File: src/rtl/proc_ctrl_pkg.sv
// Shared types and constants for the processor control path.
// Used by the interrupt sequencer and its memory-port interface.
package proc_ctrl_pkg;

  localparam int PC_W   = 32;
  localparam int DATA_W = 16;
  localparam int FLAG_W = 3;

  localparam logic [1:0] ADDR_SEL_PUSH = 2'd0;
  localparam logic [1:0] ADDR_SEL_POP  = 2'd1;
  localparam logic [1:0] ADDR_SEL_ABS  = 2'd2;

  typedef enum logic [3:0] {
    IDLE,
    DRAIN,
    PUSH_HI,
    PUSH_LO,
    PUSH_FL,
    VEC_LO,
    VEC_HI,
    JUMP,
    POP_FL,
    POP_LO,
    POP_HI,
    RESUME
  } seq_state_t;

  typedef enum logic {
    KIND_INT,
    KIND_RTI
  } seq_kind_t;

  // States that own the memory-stage request port.
  function automatic logic is_access(input seq_state_t s);
    return (s == PUSH_HI) || (s == PUSH_LO) || (s == PUSH_FL) ||
           (s == VEC_LO)  || (s == VEC_HI)  ||
           (s == POP_FL)  || (s == POP_LO)  || (s == POP_HI);
  endfunction

endpackage

File: src/rtl/interrupt_sequencer_if.sv
// Request/grant port between the interrupt sequencer and the memory stage.
// Handshake: mem_req with its address/data stays stable until a cycle with mem_grant=1; that cycle completes the access and mem_rdata is valid in it.
interface interrupt_sequencer_if;
  import proc_ctrl_pkg::*;

  logic              mem_req;
  logic              mem_we;
  logic [1:0]        mem_addr_sel;
  logic [DATA_W-1:0] mem_addr_abs;
  logic [DATA_W-1:0] mem_wdata;
  logic [DATA_W-1:0] mem_rdata;
  logic              mem_grant;

  modport master (
    output mem_req, mem_we, mem_addr_sel, mem_addr_abs, mem_wdata,
    input  mem_rdata, mem_grant
  );

  modport slave (
    input  mem_req, mem_we, mem_addr_sel, mem_addr_abs, mem_wdata,
    output mem_rdata, mem_grant
  );
endinterface

File: src/rtl/interrupt_sequencer.sv
// Interrupt entry / RTI exit sequencer: drains the pipeline, moves PC and flags
// through the stack via the memory stage, and redirects fetch.
module interrupt_sequencer
  import proc_ctrl_pkg::*;
#(
  parameter int unsigned       DRAIN_CYCLES = 3,
  parameter logic [DATA_W-1:0] VECTOR_ADDR  = 16'h0000
) (
  input  logic                clk,
  input  logic                rst,
  input  logic                interrupt_signal,
  input  logic                rti_decoded,
  input  logic [PC_W-1:0]     return_pc,
  input  logic [FLAG_W-1:0]   flags,
  interrupt_sequencer_if.master mem_if,
  output logic                fetch_stall,
  output logic                flush_decode,
  output logic                pc_load,
  output logic [PC_W-1:0]     pc_load_value,
  output logic                flags_restore,
  output logic [FLAG_W-1:0]   flags_restore_value,
  output logic                busy,
  output seq_state_t          dbg_state
);

  localparam logic [3:0]        DRAIN_CNT   = 4'(DRAIN_CYCLES);
  localparam logic [DATA_W-1:0] VECTOR_HI_A = VECTOR_ADDR + 16'd1;

  seq_state_t        state_q, state_d;
  seq_kind_t         kind_q, kind_d;
  logic              irq_pending_q, irq_pending_d;
  logic [3:0]        cnt_q, cnt_d;
  logic [PC_W-1:0]   ret_pc_q, ret_pc_d;
  logic [FLAG_W-1:0] flags_cap_q, flags_cap_d;
  logic [PC_W-1:0]   tgt_q, tgt_d;
  logic [FLAG_W-1:0] flags_pop_q, flags_pop_d;
  logic [PC_W-1:0]   pc_val_q, pc_val_d;
  logic [FLAG_W-1:0] flags_val_q, flags_val_d;

  logic              req;
  logic              we;
  logic [1:0]        addr_sel;
  logic [DATA_W-1:0] addr_abs;
  logic [DATA_W-1:0] wdata;

  // State register
  always_ff @(posedge clk) begin
    if (rst) begin
      state_q       <= IDLE;
      kind_q        <= KIND_INT;
      irq_pending_q <= 1'b0;
      cnt_q         <= '0;
      ret_pc_q      <= '0;
      flags_cap_q   <= '0;
      tgt_q         <= '0;
      flags_pop_q   <= '0;
      pc_val_q      <= '0;
      flags_val_q   <= '0;
    end else begin
      state_q       <= state_d;
      kind_q        <= kind_d;
      irq_pending_q <= irq_pending_d;
      cnt_q         <= cnt_d;
      ret_pc_q      <= ret_pc_d;
      flags_cap_q   <= flags_cap_d;
      tgt_q         <= tgt_d;
      flags_pop_q   <= flags_pop_d;
      pc_val_q      <= pc_val_d;
      flags_val_q   <= flags_val_d;
    end
  end

  // Next-state and capture logic
  always_comb begin
    state_d       = state_q;
    kind_d        = kind_q;
    irq_pending_d = irq_pending_q | interrupt_signal;
    cnt_d         = cnt_q;
    ret_pc_d      = ret_pc_q;
    flags_cap_d   = flags_cap_q;
    tgt_d         = tgt_q;
    flags_pop_d   = flags_pop_q;
    pc_val_d      = pc_val_q;
    flags_val_d   = flags_val_q;

    unique case (state_q)
      IDLE: begin
        // Interrupt beats a simultaneous RTI; the RTI is re-fetched after return.
        if (irq_pending_q || interrupt_signal) begin
          state_d       = DRAIN;
          kind_d        = KIND_INT;
          irq_pending_d = 1'b0;
          cnt_d         = DRAIN_CNT;
          ret_pc_d      = return_pc;
          flags_cap_d   = flags;
        end else if (rti_decoded) begin
          state_d     = DRAIN;
          kind_d      = KIND_RTI;
          cnt_d       = DRAIN_CNT;
          ret_pc_d    = return_pc;
          flags_cap_d = flags;
        end
      end
      DRAIN: begin
        cnt_d = cnt_q - 4'd1;
        if (cnt_q == 4'd1) begin
          state_d = (kind_q == KIND_INT) ? PUSH_HI : POP_FL;
        end
      end
      PUSH_HI: if (mem_if.mem_grant) state_d = PUSH_LO;
      PUSH_LO: if (mem_if.mem_grant) state_d = PUSH_FL;
      PUSH_FL: if (mem_if.mem_grant) state_d = VEC_LO;
      VEC_LO: begin
        if (mem_if.mem_grant) begin
          tgt_d[15:0] = mem_if.mem_rdata;
          state_d     = VEC_HI;
        end
      end
      VEC_HI: begin
        if (mem_if.mem_grant) begin
          tgt_d[31:16] = mem_if.mem_rdata;
          pc_val_d     = {mem_if.mem_rdata, tgt_q[15:0]};
          state_d      = JUMP;
        end
      end
      JUMP: state_d = IDLE;
      POP_FL: begin
        if (mem_if.mem_grant) begin
          flags_pop_d = mem_if.mem_rdata[FLAG_W-1:0];
          state_d     = POP_LO;
        end
      end
      POP_LO: begin
        if (mem_if.mem_grant) begin
          tgt_d[15:0] = mem_if.mem_rdata;
          state_d     = POP_HI;
        end
      end
      POP_HI: begin
        // Visible outputs only change when the redirect pulse starts.
        if (mem_if.mem_grant) begin
          tgt_d[31:16] = mem_if.mem_rdata;
          pc_val_d     = {mem_if.mem_rdata, tgt_q[15:0]};
          flags_val_d  = flags_pop_q;
          state_d      = RESUME;
        end
      end
      RESUME: state_d = IDLE;
      default: state_d = IDLE;
    endcase
  end

  // Output decode
  always_comb begin
    busy          = (state_q != IDLE);
    fetch_stall   = busy;
    flush_decode  = busy;
    pc_load       = (state_q == JUMP) || (state_q == RESUME);
    flags_restore = (state_q == RESUME);
    req           = is_access(state_q);
    we            = 1'b0;
    addr_sel      = ADDR_SEL_PUSH;
    addr_abs      = '0;
    wdata         = '0;

    unique case (state_q)
      PUSH_HI: begin
        we    = 1'b1;
        wdata = ret_pc_q[31:16];
      end
      PUSH_LO: begin
        we    = 1'b1;
        wdata = ret_pc_q[15:0];
      end
      PUSH_FL: begin
        we    = 1'b1;
        wdata = {13'b0, flags_cap_q};
      end
      VEC_LO: begin
        addr_sel = ADDR_SEL_ABS;
        addr_abs = VECTOR_ADDR;
      end
      VEC_HI: begin
        addr_sel = ADDR_SEL_ABS;
        addr_abs = VECTOR_HI_A;
      end
      POP_FL, POP_LO, POP_HI: addr_sel = ADDR_SEL_POP;
      default: ;
    endcase
  end

  assign mem_if.mem_req      = req;
  assign mem_if.mem_we       = we;
  assign mem_if.mem_addr_sel = addr_sel;
  assign mem_if.mem_addr_abs = addr_abs;
  assign mem_if.mem_wdata    = wdata;

  assign pc_load_value       = pc_val_q;
  assign flags_restore_value = flags_val_q;
  assign dbg_state           = state_q;

endmodule

File: src/flat_wrapper.sv
// flat-port wrapper written by rule: the top's interface ports become plain ports
module interrupt_sequencer_flat import proc_ctrl_pkg::*;
#(
  parameter int unsigned       DRAIN_CYCLES = 3,
  parameter logic [DATA_W-1:0] VECTOR_ADDR  = 16'h0000
)
  (clk, rst, interrupt_signal, rti_decoded, return_pc, flags, fetch_stall, flush_decode, pc_load, pc_load_value, flags_restore, flags_restore_value, busy, dbg_state, mem_if_mem_req, mem_if_mem_we, mem_if_mem_addr_sel, mem_if_mem_addr_abs, mem_if_mem_wdata, mem_if_mem_rdata, mem_if_mem_grant);
  interrupt_sequencer_if mem_if_i ();
  input  logic clk;
  input  logic rst;
  input  logic interrupt_signal;
  input  logic rti_decoded;
  input  logic [PC_W-1:0] return_pc;
  input  logic [FLAG_W-1:0] flags;
  output logic fetch_stall;
  output logic flush_decode;
  output logic pc_load;
  output logic [PC_W-1:0] pc_load_value;
  output logic flags_restore;
  output logic [FLAG_W-1:0] flags_restore_value;
  output logic busy;
  output seq_state_t dbg_state;
  output wire logic [$bits(mem_if_i.mem_req)-1:0] mem_if_mem_req;
  output wire logic [$bits(mem_if_i.mem_we)-1:0] mem_if_mem_we;
  output wire logic [$bits(mem_if_i.mem_addr_sel)-1:0] mem_if_mem_addr_sel;
  output wire logic [$bits(mem_if_i.mem_addr_abs)-1:0] mem_if_mem_addr_abs;
  output wire logic [$bits(mem_if_i.mem_wdata)-1:0] mem_if_mem_wdata;
  input wire logic [$bits(mem_if_i.mem_rdata)-1:0] mem_if_mem_rdata;
  input wire logic [$bits(mem_if_i.mem_grant)-1:0] mem_if_mem_grant;
  assign mem_if_mem_req = mem_if_i.mem_req;
  assign mem_if_mem_we = mem_if_i.mem_we;
  assign mem_if_mem_addr_sel = mem_if_i.mem_addr_sel;
  assign mem_if_mem_addr_abs = mem_if_i.mem_addr_abs;
  assign mem_if_mem_wdata = mem_if_i.mem_wdata;
  assign mem_if_i.mem_rdata = mem_if_mem_rdata;
  assign mem_if_i.mem_grant = mem_if_mem_grant;
  interrupt_sequencer #(.DRAIN_CYCLES(DRAIN_CYCLES), .VECTOR_ADDR(VECTOR_ADDR)) u_core (.clk(clk), .rst(rst), .interrupt_signal(interrupt_signal), .rti_decoded(rti_decoded), .return_pc(return_pc), .flags(flags), .mem_if(mem_if_i), .fetch_stall(fetch_stall), .flush_decode(flush_decode), .pc_load(pc_load), .pc_load_value(pc_load_value), .flags_restore(flags_restore), .flags_restore_value(flags_restore_value), .busy(busy), .dbg_state(dbg_state));
endmodule
File: config.mk
export PLATFORM = sky130hd
export DESIGN_NAME = interrupt_sequencer_flat
export DESIGN_NICKNAME = d
export VERILOG_FILES = /design/src/rtl/proc_ctrl_pkg.sv /design/src/rtl/interrupt_sequencer_if.sv /design/src/rtl/interrupt_sequencer.sv /design/src/flat_wrapper.sv
export SDC_FILE = /design/constraint.sdc
export NUM_CORES = 1
export LEC_CHECK = 0
export BUFFER_PORTS_ARGS = -buffer_cell sky130_fd_sc_hd__buf_4
export CELL_PAD_IN_SITES_DETAIL_PLACEMENT = 1
export CELL_PAD_IN_SITES_GLOBAL_PLACEMENT = 2
export CORE_UTILIZATION = 28
export DETAILED_ROUTE_END_ITERATION = 8
export PLACE_DENSITY_LB_ADDON = 0.1
export SYNTH_ARGS = -nofsm -noshare
export SYNTH_HDL_FRONTEND = slang
export SYNTH_SLANG_ARGS = --single-unit
File: constraint.sdc
create_clock -name clk -period 2.8 [get_ports clk]
set_clock_uncertainty 0.15 [all_clocks]
set_input_delay 0.28 -clock clk [delete_from_list [all_inputs] [get_ports clk]]
set_output_delay 0.28 -clock clk [all_outputs]
set_load 0.01 [all_outputs]
# After elaboration in Yosys (flattened, before gate mapping)
# Cells that the tools add are included.
# word_totals
reg_bits	99
inputBits	56
out_inout_bits	80
elab_cells	87
# classes
addsub	1
eq_ne	22
mux	28
bitwise	1
n_reduce_logical	25
# op_table
operator	count
$mux W32	2
$mux W4	14
$pmux W16 S3	1
$pmux W4 S10	1
$eq A4 B3 Y1 const B	4
$eq A4 B4 Y1 const B	4
$ne A2 B2 Y1 const B	8
$reduce_and A2 Y1	6
$reduce_and A10 Y1	1
$logic_or A1 B1 Y1	9
$eq A4 B1 Y1 const B	2
$eq A4 B2 Y1 const B	2
$pmux W4 S2	1
$mux W1	6
$mux W3	2
$reduce_or A2 Y1	3
$reduce_or A3 Y1	2
$logic_not A4 Y1	1
$pmux W2 S2	1
$reduce_bool A2 Y1	2
$reduce_bool A4 Y1	1
$sub A4 B1 Y4 const B	1
$ne A3 B2 Y1 const B	1
$ne A2 B1 Y1 const B	1
$or A1 B1 Y1	1

# Depth between registers and ports, before layout
# Gate-level depths: netlist (run 1).
# depth
depth_word	8
ltp_mapped	7
depth_no_buf	6

# Least setup slack after synthesis (run 1)
# No wires, ideal clock.
# synth_timing
kind	register to output
from	reg u_core.state_q[1] (netlist: u_core.dbg_state[1])
to	out mem_if_mem_wdata[10]
t_arrival_ns	1.574
required_ns	2.370
slack_ns	0.796
path_stages_with_launch	6
path_buffers	2
path_cell_list	dfxtp_1 buf_2 nand2_1 nor3_2 buf_2 a22o_1
# synth_between
elab_chain_len	2
elab_cells_between_ends	4
cone_classes	3 x eq/ne; 1 x mux
# synth_lines
element	line	rtl
start, declared	interrupt_sequencer.sv:29	seq_state_t state_q, state_d;
start signal, assigned	interrupt_sequencer.sv:60	state_q <= state_d;
$eq A4 B3 Y1 or $eq A4 B2 Y1 (tied branches)	interrupt_sequencer.sv:166	unique case (state_q)
$pmux W16 S3 (*)	interrupt_sequencer.sv:166	
end, declared	flat_wrapper.sv:27	output wire logic [$bits(mem_if_i.mem_wdata)-1:0] mem_if_mem_wdata;
# Mark *: on every way between the ends. The rest lies on a longest branch, timed or not.

# Final worst setup path (run 1)
# layout_timing
from	reg u_core.state_q[2] (netlist: u_core.dbg_state[2])
to	out mem_if_mem_wdata[2]
# Same word-level chain as after synthesis.

==> results.py, run 1 <==
metrics = {
    "run_status": {
        "status": "finished, final reports clean",
    },
    "layout": {
        "stdcell_area_sq_um": 5410,
        "drive_gt1_share_pct": 25.0,
        "seqCellArea_sq_um": 1980,
        "fin_util_pct": 38.4,
        "fillerInstances": 1721,
        "diodes": 0,
        "nets": 676,
        "syn2layout_area_growth_pct": 31.3,
        "multi_input_area_sq_um": 1870,
    },
    "yosys": {
        "ys_warn_count": 0,
        "synthCells": 517,
        "avgSynthCellArea_sq_um": 7.97,
        "synthArstFlopShare_pct": 0,
        "synth_cell_types": 43,
        "syn_area_sq_um": 4120,
        "synth_flop_cell": "dfxtp_1",
        "synth-edff-count": 0,
        "ys_ff_latch": 99,
        "seq_area_frac_synth_pct": 48.1,
    },
    "power_and_ir_drop": {
        "p_leak_nw": 2.23,
        "power.density_nw_per_um2": 859,
        "peakVddDrop_mv": 0.255,
        "design_power_total_w": 0.00465,
    },
    "clock_network": {
        "root_buffer": "clkbuf_16",
        "cts_htree_levels": 3,
        "clk_latency_ns": 0.34,
        "clkSinkCount": 99,
        "clk_pin_slew_worst_paths_ns": 0.06,
        "cts-resized-gates": 0,
        "cts_made_buffers": 9,
        "cts_max_path_buffers": 2,
        "postCtsHoldBufs": 0,
        "cts_tree": "built",
        "postCtsSetupRepairBufs": 0,
    },
    "flow_run": {
        "maxCapViolations": 0,
    },
    "critical_path": {
        "crit_path_end_kind": "primary output",
        "cp_num_buf_inv": 2,
        "startpoint": "u_core.dbg_state[2]$_SDFFE_PP0P_",
        "crit_fanout": 20,
        "reg2reg_from": "u_core.dbg_state[2]$_SDFFE_PP0P_",
        "worstPathArrival_ns": 2.12,
        "cp_top_family": "flip-flops",
        "path_class": "reg -> out",
        "worstPathRequired_ns": 2.37,
        "cpMostUsedCell": "buf_4",
        "start_kind": "register",
        "worstPathCellList": "nand2b_1 -> nor3_2 -> buf_4 -> a22oi_1 -> nand2_1 -> buf_4",
        "cpPeakStageDelay_ns": 0.82,
        "crit_slowest_cell": "dfxtp_1",
    },
    "routing": {
        "dr_total_vias": 3737,
        "route.detailed.drc": 0,
        "ant_nets": 0,
        "wl_um": 11800,
        "drt_iter0_drc": 198,
        "avgRoutedWirePerCell_um": 14.6,
        "dr.pass1.iters": 5,
        "vias_per_cell": 4.65,
    },
    "grt": {
        "antenna_found_initial": 0,
        "overflow": 0,
        "grt_pass1_wl_um": 18300,
        "grt.total_usage_pct": 15.7,
        "grt_pass1_vias": 3604,
        "grt_max_degree": 59,
    },
    "die": {
        "row_count": 43,
        "die_height_um": 123,
        "start_util_pct": 29.2,
        "core_area_sq_um": 14100,
        "die_area_sq_um": 15200,
        "ios": 136,
        "die_w_um": 123,
    },
    "hold_path": {
        "hold_path_class": "in -> reg",
        "hp-start": "return_pc[20]",
    },
    "sta": {
        "max_slew_margin_pct": 48.1,
        "max_freq_mhz": 393,
        "drv_slew": 0,
        "finalSetupTns_ns": 0,
        "setup_violations": 0,
        "hold_viol_final": 0,
        "fin_crit_ns": 2.55,
        "period_share_pct": 91.0,
        "rsz0062_at_grt": "false",
        "worst_slew_pin_slew_ns": 0.777,
    },
    "placed_design": {
        "place_hpwl_um": 8170,
        "port_buffers": 120,
        "place_congestion": 0.794,
        "dpl-instance-area_sq_um": 5100,
    },
}
-- synth_stat cells (5+ instances only) --
cell	number	area share, %
buf_4	22	4.0
nor2_1	13	1.2
dfxtp_1	99	48
mux2i_1	6	1.5
nor3_1	5	0.61
clkbuf_1	20	1.8
buf_2	11	1.3
a22o_1	14	3.0
nand2_1	177	16
a21oi_1	89	11
-- stage by stage --
stage / setup WS, ns / hold WS, ns / std cells
2_1_floorplan: 0.796 / 0.266 / 531
3_3_place_gp: 0.603 / 0.292 / 787
3_5_place_dp: 0.500 / 0.297 / 787
4_1_cts: 0.233 / 0.0150 / 803
5_1_grt: 0.0725 / 0.0272 / 803
6_report: 0.253 / 0.0296 / 803
-- worst paths after layout --
kind              slack [ns]                              endpoint  cells after the start
hold reg to reg         0.30  u_core.pc_load_value[3]$_SDFFE_PP0P_                      2
hold / removal          0.03      u_core.ret_pc_q[20]$_SDFFE_PP0P_                      3
setup reg to reg        0.51          u_core.tgt_q[6]$_SDFFE_PP0P_                      4
setup / recovery        0.25                   mem_if_mem_wdata[2]                      6
-- power by group --
group | internal [W] | switching, W
Sequential | 0.00165 | 0.000226
Combinational | 0.000602 | 0.000860
Clock | 0.000781 | 0.000532
Total | 0.00303 | 0.00162
-- flip-flops by register name (all words and copies together), names as in the netlist --
register,count
u_core.tgt_q,16
u_core.pc_load_value,32
u_core.cnt_q,4
u_core.irq_pending_q,1
u_core.kind_q,1
u_core.flags_restore_value,3
u_core.dbg_state,4
u_core.flags_pop_q,3
u_core.ret_pc_q,32
u_core.flags_cap_q,3
-- cell families (layout without fill, tap and decap cells) --
| logic type | after synthesis | count (layout) | share of synthesized area, % |
|---|---|---|---|
| and+or+nand+nor | 227 | 227 | 24.4 |
| AOI/OAI and AO/OA | 119 | 119 | 16.8 |
| DFF | 99 | 99 | 48.1 |
| buffers and inverters | 59 | 151 | 7.71 |
| muxes | 6 | 6 | 1.46 |
| xor gates and xnor gates | 4 | 4 | 0.850 |
| adders and majority gates | 2 | 2 | 0.607 |
| other | 1 | 15 | 0.0910 |
-- layer usage --
| layer | part of all wire (%) | global-route usage (%) |
|---|---|---|
| met5 | 0 | 0 |
| met4 | 1.6 | 7.00 |
| met3 | 4.8 | 2.63 |
| met2 | 46 | 25.6 |
| met1 | 48 | 20.3 |
-- worst reg2reg max path, stage by stage (launching register included) --
cell and delay, ns:
dfxtp_1 0.82, xnor2_1 0.25, or3b_1 0.69, nand2_1 0.18
a21oi_1 0.08
-- layout make-up --
class / instances / share of cell area [%]
clock buffers: 11 / 4.30
clock inverters: 5 / 1.43
inverters: 5 / 0.347
multi-input cells: 373 / 34.6
flip-flops and latches: 99 / 36.6
well taps: 180 / 4.16
repair buffers: 130 / 18.5
-- cell usage in the layout, fill, tap and decap left out, drive strengths merged --
cell	synthesis	final
a2111o	1	1
a2111oi	1	1
a211oi	5	5
a21o	1	1
a21oi	89	89
a22o	14	14
a22oi	4	4
a311oi	1	1
and2	1	1
and3	4	4
buf	34	130
bufinv	0	2
clkbuf	20	11
clkinv	0	2
clkinvlp	0	1
conb	1	15
dfxtp	99	99
ha	2	2
inv	5	5
mux2i	6	6
nand2	177	177
nand2b	4	4
nand3	4	4
nand4	1	1
nand4b	1	1
nor2	14	14
nor2b	2	2
nor3	9	9
nor3b	2	2
nor4	1	1
nor4b	2	2
o21ai	3	3
or3b	3	3
or4	2	2
xnor2	1	1
xor2	3	3
Note: power is estimated with default switching activity, not from simulation.
==> run 2: changes to the inputs <==
- BUFFER_PORTS_ARGS: -buffer_cell sky130_fd_sc_hd__buf_4 -> -buffer_cell sky130_fd_sc_hd__buf_2
==> run 2 against run 1 <==
Final cell count rose by 0.25%; via count barely moved; maximum frequency shrank 0.81%; sequential power barely moved; critical path type unchanged; utilization fell by 2.2 points; sequential share of layout area increased by 2.2 points.
==> results.py, run 2 (synthesis results as in run 1) <==
metrics = {
    "critical_path": {
        "worstPathArrival_ns": 2.14,
        "start_kind": "register",
        "crit_path_end_kind": "primary output",
        "regToRegSetupSlack_ns": 0.51,
        "worstRegToRegCells": 4,
        "crit_end": "mem_if_mem_wdata[9]",
        "rr_endpoint": "u_core.tgt_q[6]$_SDFFE_PP0P_",
        "startpoint": "u_core.dbg_state[1]$_SDFFE_PP0P_",
        "worstPathRequired_ns": 2.37,
        "reg2reg_from": "u_core.dbg_state[2]$_SDFFE_PP0P_",
        "path_class": "reg -> out",
        "crit_fanout": 18,
    },
    "layout": {
        "mostFrequentLayoutCells": "177 x nand2_1, 119 x buf_2, 99 x dfxtp_1, 89 x a21oi_1, 15 x conb_1",
        "fillerInstances": 1749,
        "nets": 678,
        "stdcell_area_sq_um": 5100,
        "layout_commonest_cell": "nand2_1",
        "drive_gt1_share_pct": 25.6,
        "syn2layout_area_growth_pct": 23.7,
        "diodes": 0,
    },
    "placed_design": {
        "port_buffers": 120,
        "place_congestion": 0.761,
        "dpl-instance-area_sq_um": 4800,
        "dp_slack_ns": 0.494,
        "place_hpwl_um": 8220,
    },
    "sta": {
        "setup_violations": 0,
        "finalSetupTns_ns": 0,
        "max_slew_margin_pct": 47.3,
        "fin_ws_ns": 0.232,
        "period_share_pct": 91.7,
        "rsz0062_at_grt": "false",
        "max_freq_mhz": 389,
        "hold_ws_ns": 0.0207,
        "drv_slew": 0,
        "hold_viol_final": 0,
        "worst_slew_pin_slew_ns": 0.790,
        "fin_crit_ns": 2.57,
    },
    "routing": {
        "route.detailed.drc": 0,
        "dr.pass1.iters": 4,
        "dr_total_vias": 3735,
        "avgRoutedWirePerCell_um": 14.6,
        "drt_iter0_drc": 201,
        "wl_um": 11700,
        "ant_nets": 0,
        "vias_per_cell": 4.64,
    },
    "clock_network": {
        "cts_made_buffers": 9,
        "cts_max_path_buffers": 2,
        "cts_htree_levels": 3,
        "clk_latency_ns": 0.35,
        "cts-resized-gates": 0,
        "root_buffer": "clkbuf_16",
        "cts_tree": "built",
        "postCtsSetupRepairBufs": 0,
        "postCtsHoldBufs": 0,
        "clkSinkCount": 99,
        "clk_pin_slew_worst_paths_ns": 0.07,
    },
    "grt": {
        "grt.total_usage_pct": 15.8,
        "grt_max_degree": 58,
        "grt_pass1_wl_um": 18400,
        "grt_pass1_vias": 3531,
        "overflow": 0,
        "antenna_found_initial": 0,
    },
    "die": {
        "start_util_pct": 29.2,
        "ios": 136,
        "die_w_um": 123,
        "die_area_sq_um": 15200,
        "row_count": 43,
        "die_height_um": 123,
        "core_area_sq_um": 14100,
    },
    "flow_run": {
        "maxCapViolations": 0,
    },
    "power_and_ir_drop": {
        "power.density_nw_per_um2": 877,
        "p_leak_nw": 2.18,
        "peakVddDrop_mv": 0.289,
    },
    "run_status": {
        "status": "finished, final reports clean",
    },
    "hold_path": {
        "hold_path_class": "in -> reg",
    },
}
run 2: worst min path at each step:
stage / from / endpoint / slack (ns) / cells after the start
2_1_floorplan: flags[0] / u_core.flags_cap_q[0]$_SDFFE_PP0P_ / 0.27 / 2
3_3_place_gp: u_core.tgt_q[0]$_SDFFE_PP0P_ / u_core.pc_load_value[0]$_SDFFE_PP0P_ / 0.29 / 2
3_5_place_dp: u_core.pc_load_value[9]$_SDFFE_PP0P_ / u_core.pc_load_value[9]$_SDFFE_PP0P_ / 0.30 / 2
4_1_cts: return_pc[15] / u_core.ret_pc_q[15]$_SDFFE_PP0P_ / 0.005 / 3
5_1_grt: mem_if_mem_rdata[7] / u_core.tgt_q[7]$_SDFFE_PP0P_ / 0.01 / 3
6_report: return_pc[12] / u_core.ret_pc_q[12]$_SDFFE_PP0P_ / 0.02 / 3
run 2: where the power goes:
part           internal [W]  switching, W  total, W
Combinational      0.000526      0.000848   0.00137
Sequential          0.00165      0.000220   0.00186
Clock              0.000647      0.000588   0.00124
run 2: area by class of cell:
class | count | area (sq um) | share of cell area (%)
timing repair buffer | 132 | 706 | 13.8
tap | 180 | 225 | 4.42
inverter | 5 | 18.8 | 0.368
clock inverter | 6 | 55.1 | 1.08
multi-input combinational | 373 | 1870 | 36.7
clock buffer | 10 | 239 | 4.69
sequential | 99 | 1980 | 38.9
run 2: critical path, cell delays in order (launching register included):
cell and delay, ns:
dfxtp_1 0.76, nand2_1 0.27, nor3_2 0.16, buf_4 0.26, a22o_1 0.20, buf_2 0.13
run 2: stage by stage:
stage,instances,utilization [%],power (W)
floorplan,531,-,0.00289
global placement,789,34.1,0.00326
detailed placement,789,34.1,0.00330
CTS,805,36.2,0.00456
global route,805,36.2,0.00479
finish,805,36.2,0.00447
run 2: metal layers:
| layer | GRT usage, % | up-vias | wire [um] |
|---|---|---|---|
| li1 | - | 1894 | - |
| met1 | 20.3 | 1738 | 5520 |
| met2 | 25.9 | 92 | 5490 |
| met3 | 3.69 | 11 | 583 |
| met4 | 5.42 | 0 | 144 |
| met5 | 0 | - | 0 |
==> run 3: changes to the inputs <==
- CORE_ASPECT_RATIO: default -> 1.1
==> run 3 against run 2 <==
Total power down 1.7%; die area about the same; non-clock buffer count down 2; count of clock-buffer cells in the layout up 1; clock power down 3%; wire length up 0.54%; highest routed layer unchanged; critical endpoint is now mem_if_mem_wdata[5]; final area about the same.
==> results.py, run 3 (synthesis results as in run 1) <==
metrics = {
    "layout": {
        "layout_commonest_cell": "nand2_1",
        "nets": 676,
        "syn2layout_area_growth_pct": 23.6,
        "diodes": 0,
        "mostFrequentLayoutCells": "177 x nand2_1, 119 x buf_2, 98 x dfxtp_1, 89 x a21oi_1, 15 x conb_1",
        "drive_gt1_share_pct": 25.5,
        "final_cell_count_no_fill": 815,
        "fin_util_pct": 35.4,
    },
    "critical_path": {
        "worstPathCellList": "nand2_1 -> nor3_2 -> buf_4 -> a22o_1 -> buf_2",
        "crit_slowest_cell": "dfxtp_1",
        "regToRegSetupSlack_ns": 0.50,
        "crit_path_end_kind": "primary output",
        "cpPeakStageDelay_ns": 0.76,
        "crit_fanout": 18,
        "worstPathArrival_ns": 2.14,
        "path_class": "reg -> out",
        "worstPathRequired_ns": 2.37,
        "start_kind": "register",
        "worstRegToRegCells": 4,
    },
    "grt": {
        "grt_pass1_wl_um": 19500,
        "antenna_found_initial": 0,
        "grt_max_degree": 58,
        "overflow": 0,
        "grt_pass1_vias": 3911,
        "grt.total_usage_pct": 16.1,
    },
    "die": {
        "row_count": 46,
        "start_util_pct": 28.6,
        "die_area_sq_um": 15200,
        "core_area_sq_um": 14400,
        "die_w_um": 118,
        "die_height_um": 129,
        "ios": 136,
    },
    "routing": {
        "ant_nets": 0,
        "dr.pass1.iters": 6,
        "route.detailed.drc": 0,
        "drt_iter0_drc": 145,
        "wl_um": 11800,
        "dr_total_vias": 3751,
        "avgRoutedWirePerCell_um": 14.5,
        "vias_per_cell": 4.60,
    },
    "sta": {
        "finalSetupTns_ns": 0,
        "setup_violations": 0,
        "hold_ws_ns": 0.0186,
        "period_share_pct": 91.7,
        "max_slew_margin_pct": 49.0,
        "fin_crit_ns": 2.57,
        "drv_slew": 0,
        "worst_slew_pin_slew_ns": 0.763,
        "max_freq_mhz": 390,
        "hold_viol_final": 0,
        "rsz0062_at_grt": "false",
    },
    "clock_network": {
        "postCtsHoldBufs": 0,
        "clk_pin_slew_worst_paths_ns": 0.07,
        "postCtsSetupRepairBufs": 0,
        "clkSinkCount": 99,
        "cts_htree_levels": 3,
        "clk_latency_ns": 0.34,
        "cts_tree": "built",
        "cts-resized-gates": 0,
        "cts_made_buffers": 9,
        "cts_max_path_buffers": 2,
        "root_buffer": "clkbuf_16",
    },
    "run_status": {
        "status": "finished, final reports clean",
    },
    "hold_path": {
        "whs_path_depth": 3,
        "hold_path_class": "in -> reg",
    },
    "placed_design": {
        "placed_cells": 799,
        "place_congestion": 0.694,
        "place_hpwl_um": 8080,
        "port_buffers": 120,
    },
    "flow_run": {
        "maxCapViolations": 0,
    },
    "power_and_ir_drop": {
        "power.density_nw_per_um2": 863,
        "design_power_total_w": 0.00440,
        "peakVddDrop_mv": 0.390,
        "p_leak_nw": 2.17,
    },
}
run 3: path summary, 6_finish.rpt:
kind                                                            from                                   end
worst min register to register  u_core.pc_load_value[5]$_SDFFE_PP0P_  u_core.pc_load_value[5]$_SDFFE_PP0P_
worst min-delay path                                    return_pc[2]       u_core.ret_pc_q[2]$_SDFFE_PP0P_
worst max register to register      u_core.dbg_state[3]$_SDFFE_PP0P_      u_core.dbg_state[2]$_SDFFE_PP0P_
worst max-delay path                u_core.dbg_state[1]$_SDFFE_PP0P_                   mem_if_mem_wdata[5]
run 3: worst max-delay path: cells and delay by family (launching register included):
family | cells | cell delay, ns
flip-flops | 1 | 0.76
AO/OA/AOI/OAI | 1 | 0.20
AND/OR/NAND/NOR | 2 | 0.41
buffers and inverters | 2 | 0.40
run 3: through the flow:
step                worst slack, ns  instance area (sq um)
CTS                           0.137                   5090
global placement              0.564                   4800
floorplan                     0.796                   4170
global route                 0.0378                   5090
finish                        0.233                   5090
detailed placement            0.492                   4800
run 3: metal layers:
metal / vias to the layer above / global-route usage [%] / wire length [um]
met5: - / 0 / 0
met4: 0 / 6.33 / 169
met3: 11 / 3.21 / 425
met2: 72 / 29.2 / 5950
met1: 1783 / 18.6 / 5250
li1: 1885 / - / -
run 3: area by class of cell:
type | count | area [sq um]
well taps | 192 | 240
inverters | 5 | 18.8
repair buffers | 130 | 691
clock buffers | 11 | 253
flip-flops and latches | 99 | 1980
multi-input cells | 373 | 1870
clock inverters | 5 | 35.0
fillers | 1816 | 9300
run 3: where the power goes:
part	switching [W]	internal (W)	leakage, nW
Combinational	0.000827	0.000500	1.22
Sequential	0.000225	0.00165	0.806
Clock	0.000545	0.000653	0.142
Total	0.00160	0.00280	2.17
